$ cat config.mk
export PLATFORM = sky130hd
export DESIGN_NAME = tpu_sequencer_flat
export DESIGN_NICKNAME = d
export VERILOG_FILES = /design/src/rtl/tpu_sequencer_if.sv /design/src/rtl/tpu_sequencer.sv /design/src/flat_wrapper.sv
export SDC_FILE = /design/constraint.sdc
export NUM_CORES = 1
export LEC_CHECK = 0
export BUFFER_PORTS_ARGS = -buffer_cell sky130_fd_sc_hd__clkbuf_2
export CAP_MARGIN = 20
export CORE_AREA = 2 2 308 310
export DETAILED_ROUTE_END_ITERATION = 12
export DIE_AREA = 0 0 310 312
export SLEW_MARGIN = 30
export SYNTH_ARGS = -nofsm -noshare
export SYNTH_HDL_FRONTEND = slang
export SYNTH_SLANG_ARGS = --single-unit
$ cat constraint.sdc
create_clock -name clk -period 4.3 [get_ports clk]
set_input_delay 0.43 -clock clk [delete_from_list [all_inputs] [get_ports clk]]
set_output_delay 0.43 -clock clk [all_outputs]
set_load 0.1 [all_outputs]
$ cat src/rtl/tpu_sequencer_if.sv
// ---------------------------------------------------------------------------
// tpu_sequencer_if
// Bundles the job, input-stream, result and systolic-array drive signals of
// the TPU sequencer.
//   slave  : the sequencer itself
//   master : the host / array side (job source, vector source, result sink,
//            and the bottom-row accumulator feed from the array)
// Signals:
//   start, cfg_nvec, wt_mat           job request and its configuration
//   in_valid, in_ready, in_vec        input vector stream
//   res_valid, res_ready, res_data    captured accumulator result
//   busy                              sequencer not idle
//   tpu_control, tpu_wt_arr,
//   tpu_data_arr                      drives of the systolic array
//   tpu_acc_row                       {pe33_out, pe32_out, pe31_out, pe30_out}
// ---------------------------------------------------------------------------
interface tpu_sequencer_if #(
    parameter int BIT_WIDTH = 16,
    parameter int ACC_WIDTH = 40,
    parameter int DEPTH     = 4
);
    logic                               start;
    logic [7:0]                         cfg_nvec;
    logic [DEPTH*DEPTH*BIT_WIDTH-1:0]   wt_mat;
    logic                               in_valid;
    logic                               in_ready;
    logic [DEPTH*BIT_WIDTH-1:0]         in_vec;
    logic                               res_valid;
    logic                               res_ready;
    logic [DEPTH*ACC_WIDTH-1:0]         res_data;
    logic                               busy;
    logic                               tpu_control;
    logic [DEPTH*BIT_WIDTH-1:0]         tpu_wt_arr;
    logic [DEPTH*BIT_WIDTH-1:0]         tpu_data_arr;
    logic [DEPTH*ACC_WIDTH-1:0]         tpu_acc_row;

    modport slave (
        input  start, cfg_nvec, wt_mat, in_valid, in_vec, res_ready, tpu_acc_row,
        output in_ready, res_valid, res_data, busy, tpu_control, tpu_wt_arr, tpu_data_arr
    );

    modport master (
        output start, cfg_nvec, wt_mat, in_valid, in_vec, res_ready, tpu_acc_row,
        input  in_ready, res_valid, res_data, busy, tpu_control, tpu_wt_arr, tpu_data_arr
    );
endinterface

$ cat src/rtl/tpu_sequencer.sv
// ---------------------------------------------------------------------------
// tpu_sequencer
// Front end for the DEPTH x DEPTH weight-stationary systolic array. Per job it
// loads the weight matrix column by column, streams input vectors through a
// diagonal skew buffer (zero bubbles where no vector is accepted), drains the
// array, captures the bottom-row accumulators and offers them on a
// valid/ready result port.
// Ports:
//   clk    : system clock, rising edge
//   rst_n  : asynchronous active-low reset
//   sif    : tpu_sequencer_if.slave (job, stream, result and array drives)
//
// State table
//   state    | meaning
//   ---------+-----------------------------------------------------------
//   S_IDLE   | waiting for start; latches cfg_nvec / wt_mat on start
//   S_LOAD_W | tpu_control=1, one weight column per cycle (DEPTH cycles)
//   S_GAP    | one quiet cycle between weight load and data
//   S_STREAM | accepting nvec vectors; bubbles on cycles without accept
//   S_FLUSH  | zero injection for skew flush plus drain, capture at end
//   S_RESULT | res_valid held until res_ready
// ---------------------------------------------------------------------------
module tpu_sequencer #(
    parameter int BIT_WIDTH = 16,
    parameter int ACC_WIDTH = 40,
    parameter int DEPTH     = 4,
    parameter int DRAIN_CYC = 8
) (
    input  logic            clk,
    input  logic            rst_n,
    tpu_sequencer_if.slave  sif
);

    localparam int VW = DEPTH * BIT_WIDTH;
    localparam int MW = DEPTH * VW;
    localparam int RW = DEPTH * ACC_WIDTH;

    // Terminal-count values of the shared down-counter.
    localparam logic [7:0] K_LAST     = 8'(DEPTH - 1);
    localparam logic [7:0] FLUSH_LAST = 8'(DEPTH - 1 + DRAIN_CYC - 1);

    typedef enum logic [2:0] {
        S_IDLE,
        S_LOAD_W,
        S_GAP,
        S_STREAM,
        S_FLUSH,
        S_RESULT
    } state_t;

    state_t           r_state;
    logic [7:0]       r_cnt;
    logic [7:0]       r_acc;
    logic [7:0]       r_nvec;
    logic [MW-1:0]    r_wt_mat;
    logic             r_tpu_control;
    logic [VW-1:0]    r_tpu_wt_arr;
    logic             r_res_valid;
    logic [RW-1:0]    r_res_data;
    logic             r_busy;

    state_t           w_state_nxt;
    logic [7:0]       w_cnt_nxt;
    logic [7:0]       w_acc_nxt;
    logic             w_control_nxt;
    logic [VW-1:0]    w_wt_arr_nxt;
    logic             w_res_valid_nxt;
    logic             w_latch;
    logic             w_capture;
    logic             w_in_ready;
    logic             w_accept;
    logic [7:0]       w_k_nxt;
    logic [VW-1:0]    w_col_sel;
    logic [VW-1:0]    w_entry;
    logic [VW-1:0]    w_data_arr;

    assign w_in_ready = (r_state == S_STREAM) && (r_acc < r_nvec);
    assign w_accept   = w_in_ready && sif.in_valid;
    assign w_entry    = w_accept ? sif.in_vec : '0;

    // LOAD_W counts down from K_LAST, so the column for the next cycle is
    // K_LAST - r_cnt + 1.
    assign w_k_nxt = K_LAST - r_cnt + 8'd1;

    always_comb begin
        w_col_sel = '0;
        for (int c = 0; c < DEPTH; c++) begin
            if (w_k_nxt == 8'(c)) begin
                w_col_sel = r_wt_mat[c*VW +: VW];
            end
        end
    end

    // Registered array drives are computed one cycle ahead so that they line
    // up with the state they belong to.
    always_comb begin
        w_state_nxt     = r_state;
        w_cnt_nxt       = r_cnt;
        w_acc_nxt       = r_acc;
        w_control_nxt   = 1'b0;
        w_wt_arr_nxt    = '0;
        w_res_valid_nxt = r_res_valid;
        w_latch         = 1'b0;
        w_capture       = 1'b0;

        case (r_state)
            S_IDLE: begin
                if (sif.start) begin
                    w_latch       = 1'b1;
                    w_state_nxt   = S_LOAD_W;
                    w_cnt_nxt     = K_LAST;
                    w_acc_nxt     = '0;
                    w_control_nxt = 1'b1;
                    // Column 0 comes straight from the port; the latch
                    // lands on the same edge.
                    w_wt_arr_nxt  = sif.wt_mat[VW-1:0];
                end
            end

            S_LOAD_W: begin
                if (r_cnt == 8'd0) begin
                    w_state_nxt = S_GAP;
                end else begin
                    w_cnt_nxt     = r_cnt - 8'd1;
                    w_control_nxt = 1'b1;
                    w_wt_arr_nxt  = w_col_sel;
                end
            end

            S_GAP: begin
                if (r_nvec == 8'd0) begin
                    w_state_nxt = S_FLUSH;
                    w_cnt_nxt   = FLUSH_LAST;
                end else begin
                    w_state_nxt = S_STREAM;
                end
            end

            S_STREAM: begin
                w_acc_nxt = r_acc + {7'd0, w_accept};
                if (w_acc_nxt == r_nvec) begin
                    w_state_nxt = S_FLUSH;
                    w_cnt_nxt   = FLUSH_LAST;
                end
            end

            S_FLUSH: begin
                if (r_cnt == 8'd0) begin
                    w_capture       = 1'b1;
                    w_res_valid_nxt = 1'b1;
                    w_state_nxt     = S_RESULT;
                end else begin
                    w_cnt_nxt = r_cnt - 8'd1;
                end
            end

            S_RESULT: begin
                if (sif.res_ready) begin
                    w_res_valid_nxt = 1'b0;
                    w_state_nxt     = S_IDLE;
                end
            end

            default: begin
                w_state_nxt = S_IDLE;
            end
        endcase
    end

    always_ff @(posedge clk or negedge rst_n) begin
        if (!rst_n) begin
            r_state       <= S_IDLE;
            r_cnt         <= '0;
            r_acc         <= '0;
            r_nvec        <= '0;
            r_wt_mat      <= '0;
            r_tpu_control <= 1'b0;
            r_tpu_wt_arr  <= '0;
            r_res_valid   <= 1'b0;
            r_res_data    <= '0;
            r_busy        <= 1'b0;
        end else begin
            r_state       <= w_state_nxt;
            r_cnt         <= w_cnt_nxt;
            r_acc         <= w_acc_nxt;
            r_tpu_control <= w_control_nxt;
            r_tpu_wt_arr  <= w_wt_arr_nxt;
            r_res_valid   <= w_res_valid_nxt;
            r_busy        <= (w_state_nxt != S_IDLE);
            if (w_latch) begin
                r_nvec   <= sif.cfg_nvec;
                r_wt_mat <= sif.wt_mat;
            end
            if (w_capture) begin
                r_res_data <= sif.tpu_acc_row;
            end
        end
    end

    // Skew buffer: lane i is a chain of i+1 registers, the last one being
    // the lane's output register. Every cycle shifts, so bubbles and flush
    // zeros fall out of the same path as accepted data.
    for (genvar gi = 0; gi < DEPTH; gi++) begin : g_lane
        logic [BIT_WIDTH-1:0] r_stg [0:gi];

        always_ff @(posedge clk or negedge rst_n) begin
            if (!rst_n) begin
                for (int s = 0; s <= gi; s++) begin
                    r_stg[s] <= '0;
                end
            end else begin
                r_stg[0] <= w_entry[gi*BIT_WIDTH +: BIT_WIDTH];
                for (int s = 1; s <= gi; s++) begin
                    r_stg[s] <= r_stg[s-1];
                end
            end
        end

        assign w_data_arr[gi*BIT_WIDTH +: BIT_WIDTH] = r_stg[gi];
    end

    assign sif.in_ready     = w_in_ready;
    assign sif.res_valid    = r_res_valid;
    assign sif.res_data     = r_res_data;
    assign sif.busy         = r_busy;
    assign sif.tpu_control  = r_tpu_control;
    assign sif.tpu_wt_arr   = r_tpu_wt_arr;
    assign sif.tpu_data_arr = w_data_arr;

endmodule

$ cat src/flat_wrapper.sv
// flat-port wrapper written by rule: the top's interface ports become plain ports
module tpu_sequencer_flat 
#(
    parameter int BIT_WIDTH = 16,
    parameter int ACC_WIDTH = 40,
    parameter int DEPTH     = 4,
    parameter int DRAIN_CYC = 8
)
  (clk, rst_n, sif_start, sif_cfg_nvec, sif_wt_mat, sif_in_valid, sif_in_vec, sif_res_ready, sif_tpu_acc_row, sif_in_ready, sif_res_valid, sif_res_data, sif_busy, sif_tpu_control, sif_tpu_wt_arr, sif_tpu_data_arr);
  tpu_sequencer_if #(.BIT_WIDTH(BIT_WIDTH), .ACC_WIDTH(ACC_WIDTH), .DEPTH(DEPTH)) sif_i ();
  input  logic clk;
  input  logic rst_n;
  input wire logic [$bits(sif_i.start)-1:0] sif_start;
  input wire logic [$bits(sif_i.cfg_nvec)-1:0] sif_cfg_nvec;
  input wire logic [$bits(sif_i.wt_mat)-1:0] sif_wt_mat;
  input wire logic [$bits(sif_i.in_valid)-1:0] sif_in_valid;
  input wire logic [$bits(sif_i.in_vec)-1:0] sif_in_vec;
  input wire logic [$bits(sif_i.res_ready)-1:0] sif_res_ready;
  input wire logic [$bits(sif_i.tpu_acc_row)-1:0] sif_tpu_acc_row;
  output wire logic [$bits(sif_i.in_ready)-1:0] sif_in_ready;
  output wire logic [$bits(sif_i.res_valid)-1:0] sif_res_valid;
  output wire logic [$bits(sif_i.res_data)-1:0] sif_res_data;
  output wire logic [$bits(sif_i.busy)-1:0] sif_busy;
  output wire logic [$bits(sif_i.tpu_control)-1:0] sif_tpu_control;
  output wire logic [$bits(sif_i.tpu_wt_arr)-1:0] sif_tpu_wt_arr;
  output wire logic [$bits(sif_i.tpu_data_arr)-1:0] sif_tpu_data_arr;
  assign sif_i.start = sif_start;
  assign sif_i.cfg_nvec = sif_cfg_nvec;
  assign sif_i.wt_mat = sif_wt_mat;
  assign sif_i.in_valid = sif_in_valid;
  assign sif_i.in_vec = sif_in_vec;
  assign sif_i.res_ready = sif_res_ready;
  assign sif_i.tpu_acc_row = sif_tpu_acc_row;
  assign sif_in_ready = sif_i.in_ready;
  assign sif_res_valid = sif_i.res_valid;
  assign sif_res_data = sif_i.res_data;
  assign sif_busy = sif_i.busy;
  assign sif_tpu_control = sif_i.tpu_control;
  assign sif_tpu_wt_arr = sif_i.tpu_wt_arr;
  assign sif_tpu_data_arr = sif_i.tpu_data_arr;
  tpu_sequencer #(.BIT_WIDTH(BIT_WIDTH), .ACC_WIDTH(ACC_WIDTH), .DEPTH(DEPTH), .DRAIN_CYC(DRAIN_CYC)) u_core (.clk(clk), .rst_n(rst_n), .sif(sif_i));
endmodule
==> reports/qor.yml, run 1 <==
run_status:
  status: "complete, no violations"
synthesis:
  synth_most_common_cell: "nand2_1"
  yosysSeqAreaShare_pct: 64.59
  ys_top_cells_by_count: "nand2_1, dfrtp_1, a22oi_1"
  async_flop_share_pct: 100.0
  syn-instance-count: 2372
  netlist.top_cell.by_area: "dfrtp_1"
  synth-seq-cells: 670
  yosys_warnings: 0
  ys_top_cells_by_area: "dfrtp_1, nand2_1, mux2_1, a22oi_1, mux2_2"
  synth_ff_type: "dfrtp_1"
  avgSynthCellArea_um2: 10.94
  syn_nets: 2879
  netlist_area_um2: 25960
  synth.distinct_cells: 53
  synth_edf_count: 0
  synth_top_area_share_pct: 64.59
power:
  p_leak_nw: 20.16
  p_per_area_nw_per_um2: 376.7
  p_switching_w: 0.003666
  clkPwrFrac_pct: 44.5
  p_comb_share_pct: 9.7
  p_int_w: 0.01061
  pwr-share-seq_pct: 45.8
  ir_drop_mv: 0.3170
  netSwitchingFraction_pct: 25.67
routing:
  wl_met2_um: 43010
  drt-total-wl_um: 86950
  top_layer: "met5"
  initialDrtViolationCount: 1570
  wl_per_cell_um: 17.90
  vias: 21841
  viasPerCell: 4.497
  wl_met1_um: 32670
  drtAntennaViolNets: 0
  wl_met3_um: 6513
  drc_errors: 0
  drtPass1Iterations: 5
run:
  cap_viol_max_count: 0
sta:
  grt_setup_unrepaired: "no"
  relSlewSlack_pct: 42.08
  skew_ns: 0.02942
  min_period_ns: 3.440
  slew_violations: 0
  setup-violations-final: 0
  finalHoldViolations: 0
  setup_tns_ns: 0
  tightest_slew_ns: 0.8688
  timing.fmax_ghz: 0.2907
  period_share_pct: 80.00
finish:
  final_nets: 4047
  syn2layout_area_growth_pct: 46.02
  multi_input_area_um2: 8170
  finalInstanceArea_um2: 37910
  drive_above_1_share_pct: 27.99
  seqCellArea_um2: 16770
  nFillCells: 8814
min_path:
  hp-class: "in -> reg"
clocking:
  clkTransAtPathRegs_ns: 0.06
  clk_latency_ns: 0.65
  clock_sink_count: 670
  cts_buffer_depth: 3
  cts_buffers: 74
  cts_tree: "done"
  cts_setup_buffers: 0
  cts_resized: 0
  clockRootBuffer: "clkbuf_16"
  cts_htree_levels: 3
  ctsHoldBuffers: 455
setup_path:
  startpoint_type: "register"
  endpoint_kind: "register"
  critPathMaxFanout: 10
  cp_data_required_time_ns: 4.82
  arrival_ns: 3.96
  worstSetupPathType: "reg -> reg"
placed_design:
  placed_area_um2: 30880
  dp_hpwl_um: 55290
  gp_congestion: 0.8378
  portBuffers: 784
global_routing:
  grt_pass1_wl_um: 132000
  overflow: 0
  antenna_found_initial: 16
  grt_max_degree: 149
  track_usage_pct: 17.52
  first_global_vias: 22987
floorplanning:
  chipHeight_um: 312
  ios: 785
  rows: 112
  core_um2: 93050
  die_area_um2: 96720
  fp.dieW_um: 310
  start_util_pct: 27.90
[final timing paths]
kind / start / end / slack, ns / depth (start not counted)
min in group asynchronous: rst_n / u_core.r_wt_mat[223] / 0.44 / 2
worst min-delay path: sif_wt_mat[68] / u_core.r_wt_mat[68] / 0.04 / 3
worst min register to register: u_core.g_lane[3].r_stg[31] / u_core.sif.tpu_data_arr[63] / 0.33 / 0
max in group asynchronous: rst_n / u_core.sif.res_data[2] / 2.74 / 3
worst max register to register: u_core.r_state[1] / u_core.r_cnt[6] / 0.86 / 14
worst max-delay path: u_core.r_state[1] / u_core.r_cnt[6] / 0.86 / 14
[sequential cells by signal, summed over array words and instances (netlist names), 3 cells and up]
signal,flops
u_core.r_wt_mat,256
u_core.sif.res_data,160
u_core.g_lane.r_stg,112
u_core.sif.tpu_wt_arr,64
u_core.sif.tpu_data_arr,48
u_core.r_acc,8
u_core.r_cnt,8
u_core.r_nvec,8
u_core.r_state,3
[logic make-up after synthesis]
logic type      count (synthesis)  synth area share (%)
flops                         670                 64.59
compound gates                264                 6.743
simple gates                 1057                 16.43
mux                           161                 6.979
fa+ha+maj                      14                0.6748
buf+inv                       193                 4.150
xor+xnor                       13                0.4386
[critical path, stage by stage (launching register included)]
cell,delay (ns)
dfrtp_1,0.48
inv_1,0.12
nor2_1,0.23
nand2_1,0.30
nor2_1,0.22
o2111ai_1,0.13
nand2_1,0.11
ha_1,0.19
and3_1,0.31
xnor2_1,0.10
a2bb2oi_1,0.15
nor4_2,0.42
a32oi_4,0.25
o21ai_0,0.20
o41ai_1,0.10
[layer usage]
metal,track usage (%),vias to the layer above
li1,-,10032
met1,20.09,10625
met2,29.45,902
met3,4.652,268
met4,10.00,14
met5,0,-
[power by group through the flow]
stage          clock network [W]  logic (W)  registers [W]
3_3_place_gp                   0    0.00104        0.00665
4_1_cts                  0.00651    0.00139        0.00654
6_report                 0.00635    0.00139        0.00654
2_1_floorplan                  0   0.000550        0.00669
3_5_place_dp                   0    0.00104        0.00665
5_1_grt                  0.00680    0.00149        0.00655
[through the flow]
step	instances	util, %	worst slack, ns	power [W]	hold slack, ns
6_report	4857	40.74	0.8601	0.01428	0.04373
5_1_grt	4856	40.73	0.4805	0.01483	0.009833
4_1_cts	4847	40.70	0.8812	0.01444	0.0002291
3_5_place_dp	4262	33.19	0.9272	0.007689	0.3347
3_3_place_gp	4262	33.19	0.9747	0.007687	0.3314
2_1_floorplan	2372	-	0.5216	0.007241	0.1344
[final cells by class]
cell class,count,share of cell area [%]
diodes,9,0.05942
clock buffers,100,5.460
repair buffers,1269,23.42
multi-input cells,1509,21.55
inverters,16,0.1584
flip-flops and latches,670,44.23
well taps,1254,4.139
clock inverters,30,0.9738
[cells in the final DEF (no fill, tap or decap), drive strengths merged, types with 4 or more instances in the layout]
master and count:
nand2 929, clkbuf 883, dfrtp 670, dlygate4sd3 456, mux2 160, a22oi 130, o21ai 99, and2 65
buf 30, inv 21, nor2 20, clkinv 18, ha 14, nand3 10, diode 9, a21oi 9
nor3 9, xor2 7, nand2b 7, xnor2 6, clkinvlp 5, a22o 4, and3 4, nor2b 4
Power figures use the tool's default switching activity.
==> run 2: changes to the inputs <==
clock period = 2.9 ns   (was 4.3 ns; I/O delays follow)
==> run 2 against run 1 <==
Net effect: the run now ends with setup timing left; combinational power is 74% higher; global-route usage increased by 0.22 points; largest cell class unchanged; routed wire length is 1.3% higher; clock-buffer cell count decreased by 2; register-to-register slack lost 0.98 ns; first-iteration DRC count fell by 4.2%; maximum frequency grew 14%; design area up 3.3%.
==> reports/qor.yml, run 2 (synthesis results as in run 1) <==
run_status:
  status: "finished with violations"
  failed_checks: "setup timing"
sta:
  relSlewSlack_pct: 46.69
  period_share_pct: 104.2
  setup-violations-final: 10
  min_period_ns: 3.022
  timing.fmax_ghz: 0.3309
  setup_ws_ns: -0.1224
  tightest_slew_ns: 0.7997
  grt_setup_unrepaired: "yes"
  finalHoldViolations: 0
  slew_violations: 0
  skew_ns: 0.02795
power:
  power_w: 0.02161
  ir_drop_mv: 0.3527
  p_leak_nw: 20.79
  p_per_area_nw_per_um2: 552.1
floorplanning:
  die_area_um2: 96720
  chipHeight_um: 312
  ios: 785
  core_um2: 93050
  start_util_pct: 27.90
  fp.dieW_um: 310
  rows: 112
setup_path:
  r2r_cells: 14
  cp_data_required_time_ns: 3.40
  rr_endpoint: "u_core.r_cnt[6]"
  endpoint_kind: "register"
  worstSetupPathType: "reg -> reg"
  r2r_setup_slack_ns: -0.12
  slowest_delay_ns: 0.38
  worstPathCellList: "ha_1 -> a21o_1 -> a21o_1 -> a21oi_2 -> o2111ai_2 -> nand2_2 -> ha_4 -> and3_4 -> xnor2_2 -> a2bb2oi_2 -> nor4_4 -> a32oi_4 -> o21ai_2 -> o41ai_2"
  worst_path_most_repeated_cell: "a21o_1"
  r2r_start: "u_core.r_acc[1]"
  startpoint_type: "register"
  crit_slowest_cell: "dfrtp_1"
  critPathMaxFanout: 8
  arrival_ns: 3.52
global_routing:
  grt_max_degree: 138
  overflow: 0
  antenna_found_initial: 8
  track_usage_pct: 17.75
  first_global_vias: 23374
  grt_pass1_wl_um: 133600
clocking:
  cts_buffers: 74
  clock_sink_count: 670
  cts_htree_levels: 3
  clockRootBuffer: "clkbuf_16"
  clkTransAtPathRegs_ns: 0.06
  cts_tree: "done"
  cts_buffer_depth: 3
  clk_latency_ns: 0.65
placed_design:
  gp_congestion: 0.8459
  portBuffers: 784
  dpl.cell_count: 4333
  dp_hpwl_um: 58690
min_path:
  min_from: "sif_start"
  min_path_cells: 3
  worstHoldEndpoint: "u_core.sif.tpu_control"
  hp-class: "in -> reg"
run:
  cap_viol_max_count: 0
finish:
  syn2layout_area_growth_pct: 50.80
  final_common_cell: "nand2_1"
  regMostFlops: "u_core.r_wt_mat"
  drive_above_1_share_pct: 29.89
  final_cell_mix: "nand2_1, clkbuf_2, dfrtp_1"
  final_nets: 4156
  largest_reg_flops: 256
  instances_no_fill: 4961
routing:
  drtAntennaViolNets: 0
  drc_errors: 0
  drtPass1Iterations: 5
  wl_per_cell_um: 17.75
  initialDrtViolationCount: 1504
  vias: 22166
  viasPerCell: 4.468
  drt-total-wl_um: 88070
==> run 2: critical path, delay by kind of cell, from the launching register on <==
family,cells,cell delay (ns)
flip-flops,1,0.38
adder cells (fa/ha/maj),2,0.45
AO/OA/AOI/OAI,8,1.30
XOR/XNOR,1,0.07
AND/OR/NAND/NOR,3,0.70
==> run 2: per-stage QoR <==
stage,setup TNS [ns],utilization (%),cell area [µm²],hold slack [ns],setup WS [ns]
2_1_floorplan,-0.8634,-,26030,-0.005591,-0.1292
3_3_place_gp,-0.7638,33.96,31600,0.3311,-0.1191
3_5_place_dp,-1.125,33.96,31600,0.3347,-0.1572
4_1_cts,-0.7202,42.02,39100,0.03246,-0.1218
5_1_grt,-2.394,42.06,39140,0.07754,-0.2569
6_report,-0.5812,42.07,39150,0.07785,-0.1224
==> run 2: power breakdown <==
part / total, W / switching (W) / internal (W)
clock: 0.00956 / 0.00404 / 0.00552
sequential: 0.00963 / 0.0000701 / 0.00956
combinational: 0.00242 / 0.00134 / 0.00108
total: 0.0216 / 0.00545 / 0.0162
==> run 2: area by class of cell <==
type	instances	area [µm²]
Fill cell	8720	53900
Sequential cell	670	16770
Timing Repair Buffer	1378	9903
Multi-Input combinational cell	1509	8325
Clock buffer	98	2092
Tap cell	1254	1569
Clock inverter	29	412.9
Inverter	16	60.06
Antenna cell	7	17.52
==> run 2: worst max-delay path by stage <==
stage | from | to | slack (ns) | cells past startpoint
floorplan | u_core.r_acc[1] | u_core.r_cnt[2] | -0.13 | 14
global placement | u_core.r_nvec[1] | u_core.r_cnt[2] | -0.12 | 14
detailed placement | u_core.r_acc[1] | u_core.r_cnt[6] | -0.16 | 14
CTS | u_core.r_acc[1] | u_core.r_cnt[2] | -0.12 | 13
global route | u_core.r_acc[1] | u_core.r_cnt[6] | -0.26 | 14
finish | u_core.r_acc[1] | u_core.r_cnt[6] | -0.12 | 14
==> run 2: layer usage <==
metal,share of wire [%],global-route usage (%),vias to the layer above
met5,0.031,0,-
met4,4.2,7.850,4
met3,6.3,3.797,210
met2,51,31.36,872
met1,39,20.53,10824
li1,-,-,10256
==> run 2: timing repair <==
action,in CTS,in global routing
pin swaps,6,4
setup endpoints to repair,12,13
hold endpoints to repair,609,0
hold buffers,491,0
resized for setup,15,5
buffers inserted,2,1
